`src/rtl/mcu51_pkg.sv`:
```
// mcu51_pkg: shared op encodings, FSM state type and iteration count for the MUL/DIV unit
package mcu51_pkg;

    localparam logic OP_MUL   = 1'b0;
    localparam logic OP_DIV   = 1'b1;
    localparam int   ITER_CNT = 8;

    typedef enum logic [1:0] {IDLE, RUN, DONE} state_e;

endpackage

```
`src/rtl/muldiv_step.sv`:
```
// muldiv_step: one combinational shift-add MUL or restoring DIV iteration (DIV path only with MCU51_DIV_EN)
module muldiv_step
    import mcu51_pkg::*;
#(
    parameter int DATA_W = 8
) (
`ifdef MCU51_DIV_EN
    input  logic              op_i,
`endif
    input  logic [DATA_W-1:0] hi_i,
    input  logic [DATA_W-1:0] lo_i,
    input  logic [DATA_W-1:0] opr_i,
    output logic [DATA_W-1:0] hi_o,
    output logic [DATA_W-1:0] lo_o
);

    logic [DATA_W:0] sum;

    assign sum = {1'b0, hi_i} + (lo_i[0] ? {1'b0, opr_i} : '0);

`ifdef MCU51_DIV_EN
    logic [DATA_W:0]   rem;
    logic [DATA_W-1:0] dif;
    logic              ge;

    assign rem  = {hi_i, lo_i[DATA_W-1]};
    assign ge   = rem >= {1'b0, opr_i};
    assign dif  = rem[DATA_W-1:0] - opr_i;
    assign hi_o = (op_i == OP_DIV) ? (ge ? dif : rem[DATA_W-1:0]) : sum[DATA_W:1];
    assign lo_o = (op_i == OP_DIV) ? {lo_i[DATA_W-2:0], ge} : {sum[0], lo_i[DATA_W-1:1]};
`else
    assign hi_o = sum[DATA_W:1];
    assign lo_o = {sum[0], lo_i[DATA_W-1:1]};
`endif

endmodule

```
`src/rtl/alu_muldiv_seq.sv`:
```
// alu_muldiv_seq: sequential 8051-style MUL AB / DIV AB unit; divide support gated by MCU51_DIV_EN
module alu_muldiv_seq
    import mcu51_pkg::*;
#(
    parameter int DATA_W = 8
) (
    input  logic              clk,
    input  logic              rst_n,
    input  logic              start,
    input  logic              op,
    input  logic [DATA_W-1:0] a_in,
    input  logic [DATA_W-1:0] b_in,
    input  logic              abort,
    output logic              busy,
    output logic              done,
    output logic [DATA_W-1:0] res_a,
    output logic [DATA_W-1:0] res_b,
    output logic              ov,
    output logic              cy
);

    localparam int CNT_W = $clog2(ITER_CNT);
`ifdef MCU51_DIV_EN
    localparam bit DIV_EN = 1'b1;
`else
    localparam bit DIV_EN = 1'b0;
`endif

    state_e            state_q, state_d;
    logic [CNT_W-1:0]  cnt_q, cnt_d;
    logic              op_q, op_d;
    logic [DATA_W-1:0] hi_q, hi_d, lo_q, lo_d, opr_q, opr_d;
    logic [DATA_W-1:0] ra_q, ra_d, rb_q, rb_d;
    logic              ov_q, ov_d, cy_q, cy_d;
    logic [DATA_W-1:0] hi_n, lo_n;

    // hi/lo hold {partial product} for MUL and {remainder, dividend/quotient} for DIV
    muldiv_step #(.DATA_W(DATA_W)) u_step (
`ifdef MCU51_DIV_EN
        .op_i  (op_q),
`endif
        .hi_i  (hi_q),
        .lo_i  (lo_q),
        .opr_i (opr_q),
        .hi_o  (hi_n),
        .lo_o  (lo_n)
    );

    // Next state: iterate in RUN, accept requests in IDLE/DONE, results latched only on DONE entry
    always_comb begin
        state_d = state_q;
        cnt_d   = cnt_q;
        op_d    = op_q;
        hi_d    = hi_q;
        lo_d    = lo_q;
        opr_d   = opr_q;
        ra_d    = ra_q;
        rb_d    = rb_q;
        ov_d    = ov_q;
        cy_d    = cy_q;
        if (state_q == RUN) begin
            if (abort) begin
                state_d = IDLE;
                cnt_d   = '0;
            end else begin
                hi_d  = hi_n;
                lo_d  = lo_n;
                cnt_d = cnt_q - 1'b1;
                if (cnt_q == '0) begin
                    state_d = DONE;
                    cnt_d   = '0;
                    ra_d    = lo_n;
                    rb_d    = hi_n;
                    ov_d    = (op_q == OP_MUL) && (hi_n != '0);
                    cy_d    = 1'b0;
                end
            end
        end else if (start) begin
            op_d = op;
            if (op == OP_DIV && (!DIV_EN || b_in == '0)) begin
                state_d = DONE;
                ra_d    = a_in;
                rb_d    = DIV_EN ? '0 : b_in;
                ov_d    = 1'b1;
                cy_d    = 1'b0;
            end else begin
                state_d = RUN;
                cnt_d   = CNT_W'(ITER_CNT - 1);
                hi_d    = '0;
                lo_d    = (op == OP_MUL) ? b_in : a_in;
                opr_d   = (op == OP_MUL) ? a_in : b_in;
            end
        end else begin
            state_d = IDLE;
        end
    end

    // State and datapath registers with asynchronous clear
    always_ff @(posedge clk or negedge rst_n) begin
        if (!rst_n) begin
            state_q <= IDLE;
            cnt_q   <= '0;
            op_q    <= OP_MUL;
            hi_q    <= '0;
            lo_q    <= '0;
            opr_q   <= '0;
            ra_q    <= '0;
            rb_q    <= '0;
            ov_q    <= 1'b0;
            cy_q    <= 1'b0;
        end else begin
            state_q <= state_d;
            cnt_q   <= cnt_d;
            op_q    <= op_d;
            hi_q    <= hi_d;
            lo_q    <= lo_d;
            opr_q   <= opr_d;
            ra_q    <= ra_d;
            rb_q    <= rb_d;
            ov_q    <= ov_d;
            cy_q    <= cy_d;
        end
    end

    assign busy  = state_q != IDLE;
    assign done  = state_q == DONE;
    assign res_a = ra_q;
    assign res_b = rb_q;
    assign ov    = ov_q;
    assign cy    = cy_q;

endmodule

```
`config.mk`:
```
export PLATFORM = sky130hd
export DESIGN_NAME = alu_muldiv_seq
export DESIGN_NICKNAME = d
export VERILOG_FILES = /design/src/rtl/mcu51_pkg.sv /design/src/rtl/muldiv_step.sv /design/src/rtl/alu_muldiv_seq.sv
export SDC_FILE = /design/constraint.sdc
export NUM_CORES = 1
export LEC_CHECK = 0
export CORE_AREA = 3 3 73 75
export DETAILED_ROUTE_END_ITERATION = 16
export DIE_AREA = 0 0 76 78
export GPL_ROUTABILITY_DRIVEN = 0
export PLACE_DENSITY = 0.83
export SLEW_MARGIN = 5
export SYNTH_ARGS = -nofsm -noshare
export SYNTH_HDL_FRONTEND = slang
export SYNTH_HIERARCHICAL = 1
export SYNTH_SLANG_ARGS = --single-unit
```
`constraint.sdc`:
```
create_clock -name clk -period 7.6 [get_ports clk]
set_clock_uncertainty 0.15 [all_clocks]
set_input_delay 1.52 -clock clk [delete_from_list [all_inputs] [get_ports clk]]
set_output_delay 1.52 -clock clk [all_outputs]
set_load 0.01 [all_outputs]
```
# ---- Word level (Yosys, flattened, before mapping)
# Cells that the tools add are included.
dict set report word_totals {
  regBits 48
  latchBits 0
  ram_bits 0
  romBits 0
  memories 0
}
dict set report op_classes {
  addsub 2
  multipliers 0
  div_mod_pow 0
  magnitude_cmp 0
  eq_ne 6
  shift 0
  muxes 39
  bitwise 3
  n_reduce_logical 11
}
# operator n
set op_table {}
lappend op_table {{$mux W8} 19}
lappend op_table {{$mux W3} 5}
lappend op_table {{$mux W1} 10}
lappend op_table {{$mux W2} 5}
lappend op_table {{$add A8 B9 Y9} 1}
lappend op_table {{$reduce_bool A8 Y1} 1}
lappend op_table {{$reduce_and A3 Y1} 2}
lappend op_table {{$reduce_bool A2 Y1} 3}
lappend op_table {{$ne A2 B1 Y1 const B} 2}
lappend op_table {{$reduce_and A2 Y1} 2}
lappend op_table {{$reduce_and A4 Y1} 1}
lappend op_table {{$logic_not A3 Y1} 1}
lappend op_table {{$ne A3 B2 Y1 const B} 1}
lappend op_table {{$not A1 Y1} 3}
lappend op_table {{$sub A3 B1 Y3 const B} 1}
lappend op_table {{$eq A2 B1 Y1 const B} 1}
lappend op_table {{$eq A2 B2 Y1 const B} 1}
lappend op_table {{$ne A2 B2 Y1 const B} 1}
lappend op_table {{$logic_and A1 B1 Y1} 1}

# ---- Longest topological paths before layout
# Gate-level depths: netlist of the first run.
dict set report depth {
  depth_word 7
  ltp_mapped 10
  ltp_nobuf 10
}

# ---- Modules after synthesis
# The synthesis of the first run kept the hierarchy.
# module instances cells_each area_per_inst_um2 seq_area_each_um2
set modules_own_cells {}
lappend modules_own_cells {alu_muldiv_seq 1 169 2308.5 1176.1}
lappend modules_own_cells {muldiv_step 1 57 426.7 0.0}

# ---- Worst setup path before layout of the first run
# No wires, ideal clock.
dict set report synth_path {
  path_type {in2reg}
  start {input op}
  end {register lo_q[5]}
  setup_ns 0.125
  arrival_ns 2.466
  setup_slack_ns 4.860
  path_stages 4
  n_path_buf 1
  path_cell_list {nand2b_1 -> mux2i_4 -> buf_6 -> mux2_2}
}
dict set report synth_between {
  elab_chain_cells 2
}
# item line_no
set synth_rtl {}
lappend synth_rtl {{start, declared} alu_muldiv_seq.sv:10} ;# input logic op,
lappend synth_rtl {{$ne A2 B1 Y1 (no source line)} -}
lappend synth_rtl {{$reduce_and A3 Y1 (no source line)} -}
lappend synth_rtl {{end signal, assigned} alu_muldiv_seq.sv:116} ;# lo_q <= lo_d;
lappend synth_rtl {{end, declared} alu_muldiv_seq.sv:32} ;# logic [DATA_W-1:0] hi_q, hi_d, lo_q, lo_d, opr_q, opr_d;
# No other way between the ends.
# A chain may end at the register's enable or synchronous reset.

# ---- Final worst setup path of the first run
dict set report layout_path {
  start {input abort}
  end {register rb_q[2] (netlist: res_b[2])}
}
dict set report layout_between {
  elab_chain_cells 2
}
# item line_no
set layout_rtl {}
lappend layout_rtl {{start, declared} alu_muldiv_seq.sv:13} ;# input logic abort,
lappend layout_rtl {{$ne A2 B2 Y1 (no source line)} -}
lappend layout_rtl {{$reduce_and A4 Y1 (no source line)} -}
lappend layout_rtl {{end signal, assigned} alu_muldiv_seq.sv:119} ;# rb_q <= rb_d;
lappend layout_rtl {{end, declared} alu_muldiv_seq.sv:33} ;# logic [DATA_W-1:0] ra_q, ra_d, rb_q, rb_d;
# No other way between the ends.

==> flow_metrics.py, run 1 <==
metrics = {
    "status": {
        "status": "finished, final reports clean",
    },
    "detailed_routing": {
        "drtIter0Drc": 95,
        "via_per_inst": 5.53,
        "drc": 0,
        "routed_wl_um": 5450,
        "routedWlPerCell_um": 16.8,
        "antenna_left": 0,
        "first_pass_iters": 5,
        "vias": 1793,
    },
    "clocking": {
        "htree_num_levels": 2,
        "cts_setup_buffers": 0,
        "clkLatencyLatePin_ns": 0.31,
        "tritoncts": "built",
        "post_cts_resized": 0,
        "cts-root-buf": "clkbuf_8",
        "cts_hold_buf": 0,
        "cts_made_buffers": 5,
        "cts_buffer_depth": 2,
        "clock_sink_count": 47,
        "clk_pin_slew_ns": 0.09,
    },
    "synth": {
        "synth_area_per_cell_um2": 12.1,
        "synth.distinct_cells": 42,
        "netlist_area_um2": 2740,
        "ys.flop_type": "dfrtp_1",
        "ys_async_sr_fraction_pct": 100,
        "syn-num-nets": 258,
        "ys_ff_latch": 47,
        "ys_seq_area_share_pct": 43.0,
        "yosysTopAreaCellShare_pct": 43.0,
        "post-synth-top-count-cell": "dfrtp_1",
        "synth_area_leaders": "dfrtp_1 (43%), mux2_2 (19%), mux2_4 (4.9%), ha_1 (4.6%), mux2i_1 (3.7%)",
        "synth_largest_area_cell": "dfrtp_1",
        "synth-edff-count": 0,
        "syn_inst": 226,
        "synth_warnings": 6,
        "synth_commonest_cells": "dfrtp_1 (47), mux2_2 (46), inv_1 (12)",
    },
    "timing": {
        "tightest_slew_ns": 1.05,
        "max_slew_margin_pct": 30.1,
        "fmax_ghz": 0.284,
        "min_period_over_period_pct": 46.3,
        "tns_ns": 0,
        "min_period_ns": 3.52,
        "setup_viol": 0,
        "rsz0062_at_grt": "false",
        "hold_viol": 0,
        "drv_slew": 0,
    },
    "place": {
        "portBuffers": 39,
        "place_area_um2": 3070,
        "dp_hpwl_um": 3750,
    },
    "final_layout": {
        "num-nets-final": 288,
        "stdcell_area_um2": 3160,
        "n_fill_cell": 371,
        "area_delta_synth_final_pct": 15.7,
        "antennaDiodeCount": 0,
        "drive_above_1_share_pct": 27.6,
    },
    "power": {
        "p_sw_w": 0.000322,
        "p_clk_share_pct": 16.9,
        "p_leak_nw": 1.37,
        "seqPwrFrac_pct": 40.5,
        "p_int_w": 0.000618,
        "pwr-share-comb_pct": 42.6,
        "p_sw_share_pct": 34.3,
        "peakVddDrop_v": 0.000205,
        "power.density_nw_per_um2": 297,
    },
    "die": {
        "die-area_um2": 5930,
        "die-width_um": 76,
        "die_y_um": 78,
        "start_util_pct": 57.9,
        "core-area_um2": 4720,
        "ios": 41,
        "rows": 25,
    },
    "critical_path": {
        "setup.worst_path.class": "in2reg",
        "path_max_fanout": 17,
        "required_ns": 7.65,
        "cp-start-kind": "input pin",
        "endpoint_kind": "flip-flop",
        "cp.arrival_ns": 3.56,
    },
    "global_route": {
        "antenna_found_initial": 0,
        "grt_util_met3_pct": 3.60,
        "grt_pass1_vias": 1792,
        "use_met2_pct": 30.1,
        "overflow": 0,
        "gr-usage-met1_pct": 26.9,
        "grt_max_degree": 48,
        "track_usage_pct": 19.3,
        "grt_first_pass_wirelength_um": 8970,
        "grt-busiest-layer": "met2",
    },
    "run": {
        "drv_cap": 0,
    },
    "hold_path": {
        "hold_path_class": "reg2reg",
    },
}
[layout make-up]
class	instances	area, µm²	share of cell area [%]
multi-input cells	149	1370	43.3
flip-flops and latches	47	1180	37.2
repair buffers	40	393	12.4
well taps	67	83.8	2.65
clock buffers	5	68.8	2.17
inverters	13	48.8	1.54
clock inverters	3	22.5	0.712
[registers in the layout (all words and copies together), names as in the netlist]
signal / count
hi_q: 8
lo_q: 8
opr_q: 8
res_a: 8
res_b: 8
cnt_q: 3
state_q: 2
op_q: 1
ov: 1
[layout by cell type, fill, tap and decap left out, types with 2 or more instances in the layout]
cell / synthesis / routed
a21o_1: 3 / 3
a21oi_1: 6 / 6
a311o_1: 2 / 2
and2_1: 8 / 8
clkbuf_8: 0 / 5
clkdlybuf4s50_1: 0 / 38
dfrtp_1: 47 / 47
ha_1: 10 / 10
inv_1: 12 / 12
mux2_2: 46 / 46
mux2_4: 9 / 9
mux2i_1: 10 / 10
nand2_1: 11 / 11
nand2b_1: 3 / 3
nand3_1: 3 / 3
nor2_1: 5 / 5
nor2b_1: 4 / 3
nor3_1: 2 / 2
nor4_1: 4 / 4
o21ai_0: 2 / 2
xnor2_1: 2 / 2
xor2_1: 2 / 2
[layer usage]
| metal | routed length (µm) | up-vias | part of all wire, % |
|---|---|---|---|
| met4 | 103 | 0 | 1.9 |
| li1 | - | 849 | - |
| met5 | 0 | - | 0 |
| met1 | 2590 | 888 | 48 |
| met2 | 2530 | 45 | 46 |
| met3 | 229 | 11 | 4.2 |
[logic make-up after synthesis]
kind of cell / share of synthesized area, %
muxes: 28.8
DFF: 43.0
and+or+nand+nor: 9.20
buffers and inverters: 6.95
AOI/OAI and AO/OA: 5.35
adders and majority gates: 5.31
xor gates and xnor gates: 1.28
other: 0.137
[final timing paths]
kind	from	depth (start not counted)	slack [ns]	endpoint
min reg2reg	opr_q[2]	1	0.36	opr_q[2]
min	opr_q[2]	1	0.36	opr_q[2]
min in group asynchronous	rst_n	1	1.25	opr_q[1]
max reg2reg	lo_q[0]	9	4.81	res_b[7]
max	abort	4	4.08	res_b[2]
max in group asynchronous	rst_n	1	5.41	res_a[0]
[through the flow]
step / setup WS, ns / util (%) / hold slack, ns / power [W] / cells
2_1_floorplan: 4.86 / - / 0.309 / 0.000653 / 226
3_3_place_gp: 3.80 / 65.1 / 0.334 / 0.000772 / 316
3_5_place_dp: 3.74 / 65.1 / 0.340 / 0.000781 / 316
4_1_cts: 4.07 / 67.0 / 0.362 / 0.000945 / 324
5_1_grt: 3.99 / 67.0 / 0.377 / 0.00100 / 324
6_report: 4.08 / 67.0 / 0.363 / 0.000940 / 324
[power by group through the flow]
stage | logic (W) | registers (W) | clock network, W
final | 0.000400 | 0.000381 | 0.000159
after detailed placement | 0.000397 | 0.000383 | 0
after global routing | 0.000435 | 0.000391 | 0.000173
after floorplan | 0.000267 | 0.000386 | 0
after global placement | 0.000389 | 0.000383 | 0
after CTS | 0.000401 | 0.000381 | 0.000162
[critical path, cell delays in order]
cell and delay, ns:
clkdlybuf4s50_1 0.54, and4bb_4 0.38, a31o_1 0.70, mux2_2 0.41
Power figures use the tool's default switching activity.
==> run 2, diff against run 1 <==
- CORE_AREA: 3 3 73 75 -> 3 3 79 81
- DIE_AREA: 0 0 76 78 -> 0 0 82 84
- PLACE_DENSITY: 0.83 -> 0.75
- clock period: 7.6 -> 2.9 ns (I/O delays scaled with it)
==> flow_metrics.py, run 2 (synthesis gave the netlist of run 1 again) <==
metrics = {
    "status": {
        "status": "finished, final reports clean",
    },
    "clocking": {
        "cts-root-buf": "clkbuf_8",
        "htree_num_levels": 2,
        "clkLatencyLatePin_ns": 0.30,
        "cts_setup_buffers": 0,
        "cts_buffer_depth": 2,
        "cts_hold_buf": 0,
        "tritoncts": "built",
        "clk_pin_slew_ns": 0.09,
        "post_cts_resized": 0,
        "clock_sink_count": 47,
        "cts_made_buffers": 5,
    },
    "timing": {
        "tns_ns": 0,
        "rsz0062_at_grt": "false",
        "fmax_ghz": 0.375,
        "min_period_ns": 2.67,
        "min_period_over_period_pct": 92.0,
        "drv_slew": 0,
        "max_slew_margin_pct": 61.1,
        "tightest_slew_ns": 0.584,
        "setup_slack_ns": 0.231,
        "setup_viol": 0,
        "hold_viol": 0,
    },
    "detailed_routing": {
        "via_per_inst": 5.26,
        "first_pass_iters": 5,
        "antenna_left": 0,
        "drc": 0,
        "routedWlPerCell_um": 16.6,
        "drtIter0Drc": 111,
        "vias": 1766,
        "routed_wl_um": 5590,
    },
    "final_layout": {
        "n_fill_cell": 483,
        "antennaDiodeCount": 0,
        "final_common_cell": "dfrtp_1",
        "stdcell_area_um2": 3260,
        "area_delta_synth_final_pct": 19.3,
        "fin_util_pct": 58.9,
        "final_cell_mix": "dfrtp_1 (47), mux2_2 (46), clkdlybuf4s50_1 (38)",
        "num-nets-final": 295,
        "drive_above_1_share_pct": 29.5,
    },
    "global_route": {
        "grt_first_pass_wirelength_um": 9230,
        "grt_pass1_vias": 1825,
        "overflow": 0,
        "track_usage_pct": 17.4,
        "antenna_found_initial": 0,
        "grt_max_degree": 48,
    },
    "critical_path": {
        "cp.arrival_ns": 2.71,
        "path_delay_family": "adder cells",
        "slowest_delay_ns": 0.47,
        "endpoint_kind": "flip-flop",
        "rr_startpoint": "lo_q[0]",
        "path_cells": "and2_1 -> ha_1 -> fa_1 -> a21oi_1 -> nor2_1 -> nor2_1 -> o21ai_0 -> mux2_2 -> mux2_4",
        "r2r_slack_ns": 0.23,
        "required_ns": 2.94,
        "cp_slowest_cell": "dfrtp_1",
        "path_buf_inv": 0,
        "reg2reg_depth": 9,
        "path_max_fanout": 9,
        "crit_top_cell": "nor2_1",
        "setup.worst_path.class": "reg2reg",
        "cp-start-kind": "flip-flop",
        "rr_endpoint": "res_b[7]",
    },
    "place": {
        "dp_hpwl_um": 4120,
        "dp_slack_ns": 0.268,
        "place_area_um2": 3140,
        "portBuffers": 39,
    },
    "hold_path": {
        "hold_path_class": "in2async",
    },
    "power": {
        "p_leak_nw": 1.42,
        "power.density_nw_per_um2": 787,
        "peakVddDrop_v": 0.000504,
    },
    "die": {
        "rows": 27,
        "core-area_um2": 5540,
        "die-width_um": 82,
        "die_y_um": 84,
        "die-area_um2": 6890,
        "start_util_pct": 49.4,
        "ios": 41,
    },
    "run": {
        "drv_cap": 0,
    },
}
==> run 2: cell type report <==
type | instances | area (µm²) | area share, %
Multi-Input combinational cell | 149 | 1370 | 42.0
Sequential cell | 47 | 1180 | 36.1
Timing Repair Buffer | 47 | 458 | 14.0
Tap cell | 72 | 90.1 | 2.76
Clock buffer | 6 | 82.6 | 2.53
Inverter | 13 | 48.8 | 1.50
Clock inverter | 2 | 35.0 | 1.07
==> run 2: per-stage QoR <==
step                      instances  hold slack [ns]  total power, W
after floorplan                 226            0.134         0.00171
after global placement          328            0.332         0.00205
after detailed placement        328            0.341         0.00208
after CTS                       336            0.232         0.00259
after global routing            336            0.254         0.00273
final                           336            0.213         0.00257
==> run 2: worst max-delay path by stage <==
stage               startpoint       end  slack [ns]  cells after the start
detailed placement     lo_q[0]  res_b[7]        0.27                      9
finish                 lo_q[0]  res_b[7]        0.23                      9
global route           lo_q[0]        ov        0.03                     10
floorplan              lo_q[0]  res_b[7]        0.49                      9
CTS                    lo_q[0]  res_b[7]        0.25                      9
global placement       lo_q[0]  res_b[4]        0.36                      8
==> run 2: power by group <==
group | internal (W) | switching, W
sequential | 0.000859 | 0.000135
combinational | 0.000601 | 0.000474
clock | 0.000279 | 0.000220
==> run 2: worst register-to-register path, stage by stage (launching register included) <==
cell	delay, ns
dfrtp_1	0.47
and2_1	0.18
ha_1	0.20
fa_1	0.41
a21oi_1	0.20
nor2_1	0.07
nor2_1	0.14
o21ai_0	0.18
mux2_2	0.29
mux2_4	0.26
==> run 2: routing by layer <==
layer  vias to the layer above  routed length, µm  GRT usage, %
li1                        857                  -             -
met1                       871               2680          25.4
met2                        34               2710          26.7
met3                         4                168          3.02
met4                         0                 35          4.08
met5                         -                  0             0
==> run 3, diff against run 2 <==
- CORE_AREA: 3 3 79 81 -> 3 3 75 77
- DIE_AREA: 0 0 82 84 -> 0 0 78 80
- SYNTH_HIERARCHICAL: 1 -> unset
==> flow_metrics.py, run 3 <==
metrics = {
    "synth": {
        "synth_commonest_cells": "dfrtp_1 (47), nand2_1 (36), nor2_1 (23)",
        "synth.mux.area_fraction_pct": 4.61,
        "synth_top_family_by_area": "simple AND/OR/NAND/NOR gates",
        "ys_async_sr_fraction_pct": 100,
        "synth-simple-area-share_pct": 18.9,
        "synth_compound_gate_area_share_pct": 16.6,
        "synth-edff-count": 0,
        "synth_largest_area_cell": "dfrtp_1",
        "yosysTopAreaCellShare_pct": 48.7,
        "synth.distinct_cells": 45,
        "syn_inst": 250,
        "netlist_area_um2": 2410,
        "synth_area_per_cell_um2": 9.66,
        "synth_fa_ha_area_share_pct": 6.01,
        "synth_xor_area_share_pct": 1.45,
        "post-synth-top-count-cell": "dfrtp_1",
        "ys_ff_latch": 47,
        "ys.flop_type": "dfrtp_1",
        "syn-num-nets": 282,
        "synth_warnings": 0,
        "ys_seq_area_share_pct": 48.7,
        "synth_area_leaders": "dfrtp_1 (49%), nand2_1 (5.6%), ha_1 (5.2%), mux2_2 (4.2%), a31oi_1 (4.1%)",
    },
    "global_route": {
        "grt_pass1_vias": 1947,
        "overflow": 0,
        "grt_max_degree": 25,
        "grt_first_pass_wirelength_um": 9450,
        "track_usage_pct": 19.5,
        "gr-usage-met1_pct": 25.2,
        "antenna_found_initial": 0,
        "use_met2_pct": 33.4,
        "grt_util_met3_pct": 3.95,
        "grt-busiest-layer": "met2",
    },
    "critical_path": {
        "required_ns": 2.93,
        "cp.arrival_ns": 2.60,
        "path_cells": "and2_1 -> ha_1 -> fa_1 -> a21o_1 -> a221oi_2 -> xnor2_1 -> nor4_1 -> a31oi_1",
        "path_delay_family": "adder cells",
        "rr_startpoint": "lo_q[0]",
        "endpoint_kind": "flip-flop",
        "reg2reg_depth": 8,
        "path_buf_inv": 0,
        "r2r_slack_ns": 0.33,
        "cp-start-kind": "flip-flop",
        "rr_endpoint": "ov",
        "path_max_fanout": 9,
        "slowest_delay_ns": 0.48,
        "cp_slowest_cell": "dfrtp_1",
        "setup.worst_path.class": "reg2reg",
    },
    "power": {
        "power.density_nw_per_um2": 756,
        "peakVddDrop_v": 0.000453,
        "seqPwrFrac_pct": 41.7,
        "p_sw_w": 0.000766,
        "pwr-share-comb_pct": 36.5,
        "p_leak_nw": 1.33,
        "p_clk_share_pct": 21.8,
        "p_int_w": 0.00150,
        "p_sw_share_pct": 33.8,
    },
    "final_layout": {
        "num-nets-final": 323,
        "drive_above_1_share_pct": 11.6,
        "final_cell_mix": "dfrtp_1 (47), clkdlybuf4s50_1 (38), nand2_1 (36)",
        "multi_input_area_um2": 1150,
        "n_fill_cell": 470,
        "area_delta_synth_final_pct": 24.1,
        "final_common_cell": "dfrtp_1",
        "layout.area.seq_um2": 1180,
        "antennaDiodeCount": 0,
        "stdcell_area_um2": 3000,
    },
    "detailed_routing": {
        "routed_wl_um": 5530,
        "first_pass_iters": 4,
        "drc": 0,
        "vias": 1930,
        "drtIter0Drc": 145,
        "via_per_inst": 5.33,
        "routedWlPerCell_um": 15.3,
        "antenna_left": 0,
    },
    "timing": {
        "fmax_ghz": 0.390,
        "min_period_ns": 2.57,
        "tns_ns": 0,
        "max_slew_margin_pct": 35.7,
        "rsz0062_at_grt": "false",
        "drv_slew": 0,
        "hold_viol": 7,
        "setup_viol": 0,
        "min_period_over_period_pct": 88.5,
        "tightest_slew_ns": 0.961,
        "holdWs_ns": -0.00156,
    },
    "clocking": {
        "htree_num_levels": 2,
        "cts_made_buffers": 5,
        "cts_setup_buffers": 0,
        "clkLatencyLatePin_ns": 0.30,
        "tritoncts": "built",
        "cts_buffer_depth": 2,
        "clk_pin_slew_ns": 0.10,
        "post_cts_resized": 0,
        "cts_hold_buf": 0,
        "clock_sink_count": 47,
        "cts-root-buf": "clkbuf_8",
    },
    "place": {
        "place_area_um2": 2880,
        "dp_hpwl_um": 4230,
        "portBuffers": 39,
    },
    "die": {
        "rows": 26,
        "die_y_um": 80,
        "ios": 41,
        "start_util_pct": 47.6,
        "die-width_um": 78,
        "core-area_um2": 5070,
        "die-area_um2": 6240,
    },
    "run": {
        "drv_cap": 0,
    },
    "status": {
        "violations": "hold timing",
        "status": "complete, but fails checks",
    },
    "hold_path": {
        "hold_path_class": "in2async",
    },
}
run 3: area by class of cell:
type	count	area share, %
clock buffer	5	2.30
clock inverter	3	1.59
tap	70	2.92
inverter	5	0.626
multi-input combinational	185	38.5
timing repair buffer	47	14.9
sequential	47	39.2
run 3: worst max path at each step:
stage / startpoint / end / cells after the start / slack (ns)
2_1_floorplan: lo_q[0] / ov / 8 / 0.59
6_report: lo_q[0] / ov / 8 / 0.33
5_1_grt: lo_q[0] / ov / 7 / 0.09
3_5_place_dp: start / hi_q[5] / 5 / 0.25
3_3_place_gp: lo_q[0] / ov / 8 / 0.35
4_1_cts: lo_q[0] / ov / 8 / 0.35
run 3: through the flow:
stage	hold WS, ns	worst slack, ns	utilization (%)	instances	power (W)
floorplan	0.134	0.594	-	250	0.00144
CTS	0.00159	0.347	59.0	362	0.00228
finish	-0.00156	0.333	59.0	362	0.00226
global route	0.00697	0.0883	59.0	362	0.00243
detailed placement	0.328	0.251	56.8	354	0.00179
global placement	0.326	0.355	56.8	354	0.00176
run 3: cells by family after synthesis:
logic type	Yosys count
multiplexers	10
flip-flops	47
buffers and inverters	18
XOR/XNOR	4
other	1
AND/OR/NAND/NOR	96
adder cells (fa/ha/maj)	11
AO/OA/AOI/OAI	63
run 3: per-layer routing:
layer,wire length [µm],share of wire [%]
met5,0,0
met3,213,3.9
met1,2460,44
met4,39,0.71
met2,2820,51
run 3: power by group through the flow:
stage	registers [W]	clock network [W]	logic, W
final	0.000944	0.000494	0.000827
after global routing	0.000967	0.000534	0.000926
after CTS	0.000944	0.000507	0.000833
after detailed placement	0.000955	0	0.000830
after global placement	0.000948	0	0.000812
after floorplan	0.000962	0	0.000480
==> variant, RTL diff (config.mk and constraints of run 2) <==
Reset style: synchronous (`rst_n`), changed in one clocked block. Comments in the files are not updated.
--- a/src/rtl/alu_muldiv_seq.sv
+++ b/src/rtl/alu_muldiv_seq.sv
@@ -98,3 +98,3 @@
     // State and datapath registers with asynchronous clear
-    always_ff @(posedge clk or negedge rst_n) begin
+    always_ff @(posedge clk) begin
         if (!rst_n) begin
Behaviour: differs if rst_n is asserted again (counterexample within 4 cycles, from zero or initial values and one cycle with rst_n low); with rst_n held inactive, the same outputs for 4 cycles.
==> variant against run 2 <==
Area after synthesis down 4.7%. Sequential cell count unchanged. Count of clock-buffer cells in the layout down 1. Routed wire length up 22%. Global-route usage up 3.5 points. Final area down 5.0%. Non-clock buffer count up 3. Fmax down 0.94%. Worst setup slack worse by 25 ps. First-iteration DRC count up 92%. Largest cell class unchanged.
Power is not compared: it rests on default switching activity, and its combinational part moved more than twofold at a synthesized area within 25%.
==> variant: results <==
metrics = {
    "setup_path": {
        "endpoint": "ov",
        "r2r_cells": 10,
        "max_stage_delay_ps": 420,
        "worstReg2RegStart": "lo_q[0]",
        "regToRegSetupSlack_ps": 210,
        "worst_r2r_endpoint": "ov",
        "path_class": "flop to flop",
        "cp_max_fo": 9,
        "crit_arrival_ps": 2750,
        "crit_family": "simple AND/OR/NAND/NOR gates",
        "cp_slowest_cell": "fa_1",
    },
    "synthesis": {
        "synthXorXnorAreaFrac_pct": 1.344,
        "synth.distinct_cells": 44,
        "yosysWarnings": 6,
        "synth_compound_area_share_pct": 30.33,
        "yosysSeqAreaShare_pct": 36.08,
        "async_reset_ff_share_pct": 0,
        "synthTopCellsByArea": "dfxtp_1 (36%), a211oi_1 (6.9%), nand2_1 (5.3%), a311oi_2 (5.2%), a311oi_1 (5.0%)",
        "synthAdderAreaFrac_pct": 5.566,
        "synth_common_cells": "dfxtp_1 (47), nand2_1 (37), a21oi_1 (26), a211oi_1 (24), nand3_1 (19)",
        "syn_nets": 332,
        "synth_top_family_by_area": "compound AO/OA/AOI/OAI gates",
        "synthMuxAreaShare_pct": 0.3839,
        "avgSynthCellArea_um2": 8.692,
    },
    "sta": {
        "worstMarginPinSlew_ps": 826.4,
        "holdWs_ps": 332.4,
        "period_share_pct": 92.92,
    },
    "detailed_routing": {
        "post_drt_wl_per_cell_um": 17.28,
        "highest_layer": "met4",
        "firstDrtPassIters": 4,
        "wl_met2_mm": 3.188,
        "wl_met3_um": 412,
        "wirelength_met1_mm": 3.055,
        "drtIter0Drc": 213,
        "via_per_inst": 6.035,
    },
    "cells_and_area": {
        "drive_gt1_share_pct": 11.15,
        "insertedDiodeCount": 0,
        "fillers": 491,
        "final_cells": 395,
        "final_nets": 354,
    },
    "placed_design": {
        "placed_cells": 387,
        "dp_hpwl_mm": 4.962,
        "dpl_cell_area_mm2": 0.003005,
        "pre_cts_ws_ps": 287.6,
    },
    "clock_tree": {
        "root_buffer": "clkbuf_8",
        "cts_buffer_depth": 2,
        "cts_resized": 0,
    },
    "global_route": {
        "use_met1_pct": 29.18,
        "grt_pass1_vias": 2278,
        "grt_usage_pct": 20.97,
        "grt_max_degree": 31,
        "use_met2_pct": 31.45,
        "gr-usage-met3_pct": 3.996,
        "grt_pass1_wl_mm": 11.37,
    },
    "power": {
        "power.leakage_nw": 1.124,
        "ir_drop_mv": 0.2164,
    },
    "status": {
        "status": "finished clean",
    },
    "worst_hold_path": {
        "hold_path_end": "opr_q[5]",
        "hold_class": "flop to flop",
    },
}
-- variant: where the power goes --
part | switching, mW | internal, mW | total, mW
logic | 0.138 | 0.133 | 0.271
clock network | 0.240 | 0.173 | 0.412
registers | 0.0250 | 0.686 | 0.711
total | 0.403 | 0.991 | 1.39
-- variant: cells by family (layout without fill, tap and decap cells) --
| family | after synthesis | count (layout) |
|---|---|---|
| AOI/OAI and AO/OA | 105 | 105 |
| xor gates and xnor gates | 4 | 4 |
| adders and majority gates | 11 | 11 |
| buffers and inverters | 41 | 64 |
| DFF | 47 | 47 |
| muxes | 1 | 1 |
| other | 1 | 1 |
| and+or+nand+nor | 90 | 90 |
-- variant: cell type report --
type                            instances  area, um^2  share of cell area (%)
Multi-Input combinational cell        212        1454                   46.91
Clock buffer                            5       68.82                   2.220
Clock inverter                          3       25.02                  0.8074
Timing Repair Buffer                   50       498.0                   16.07
Inverter                                6       22.52                  0.7267
Tap cell                               72       90.09                   2.907
Sequential cell                        47       940.9                   30.36
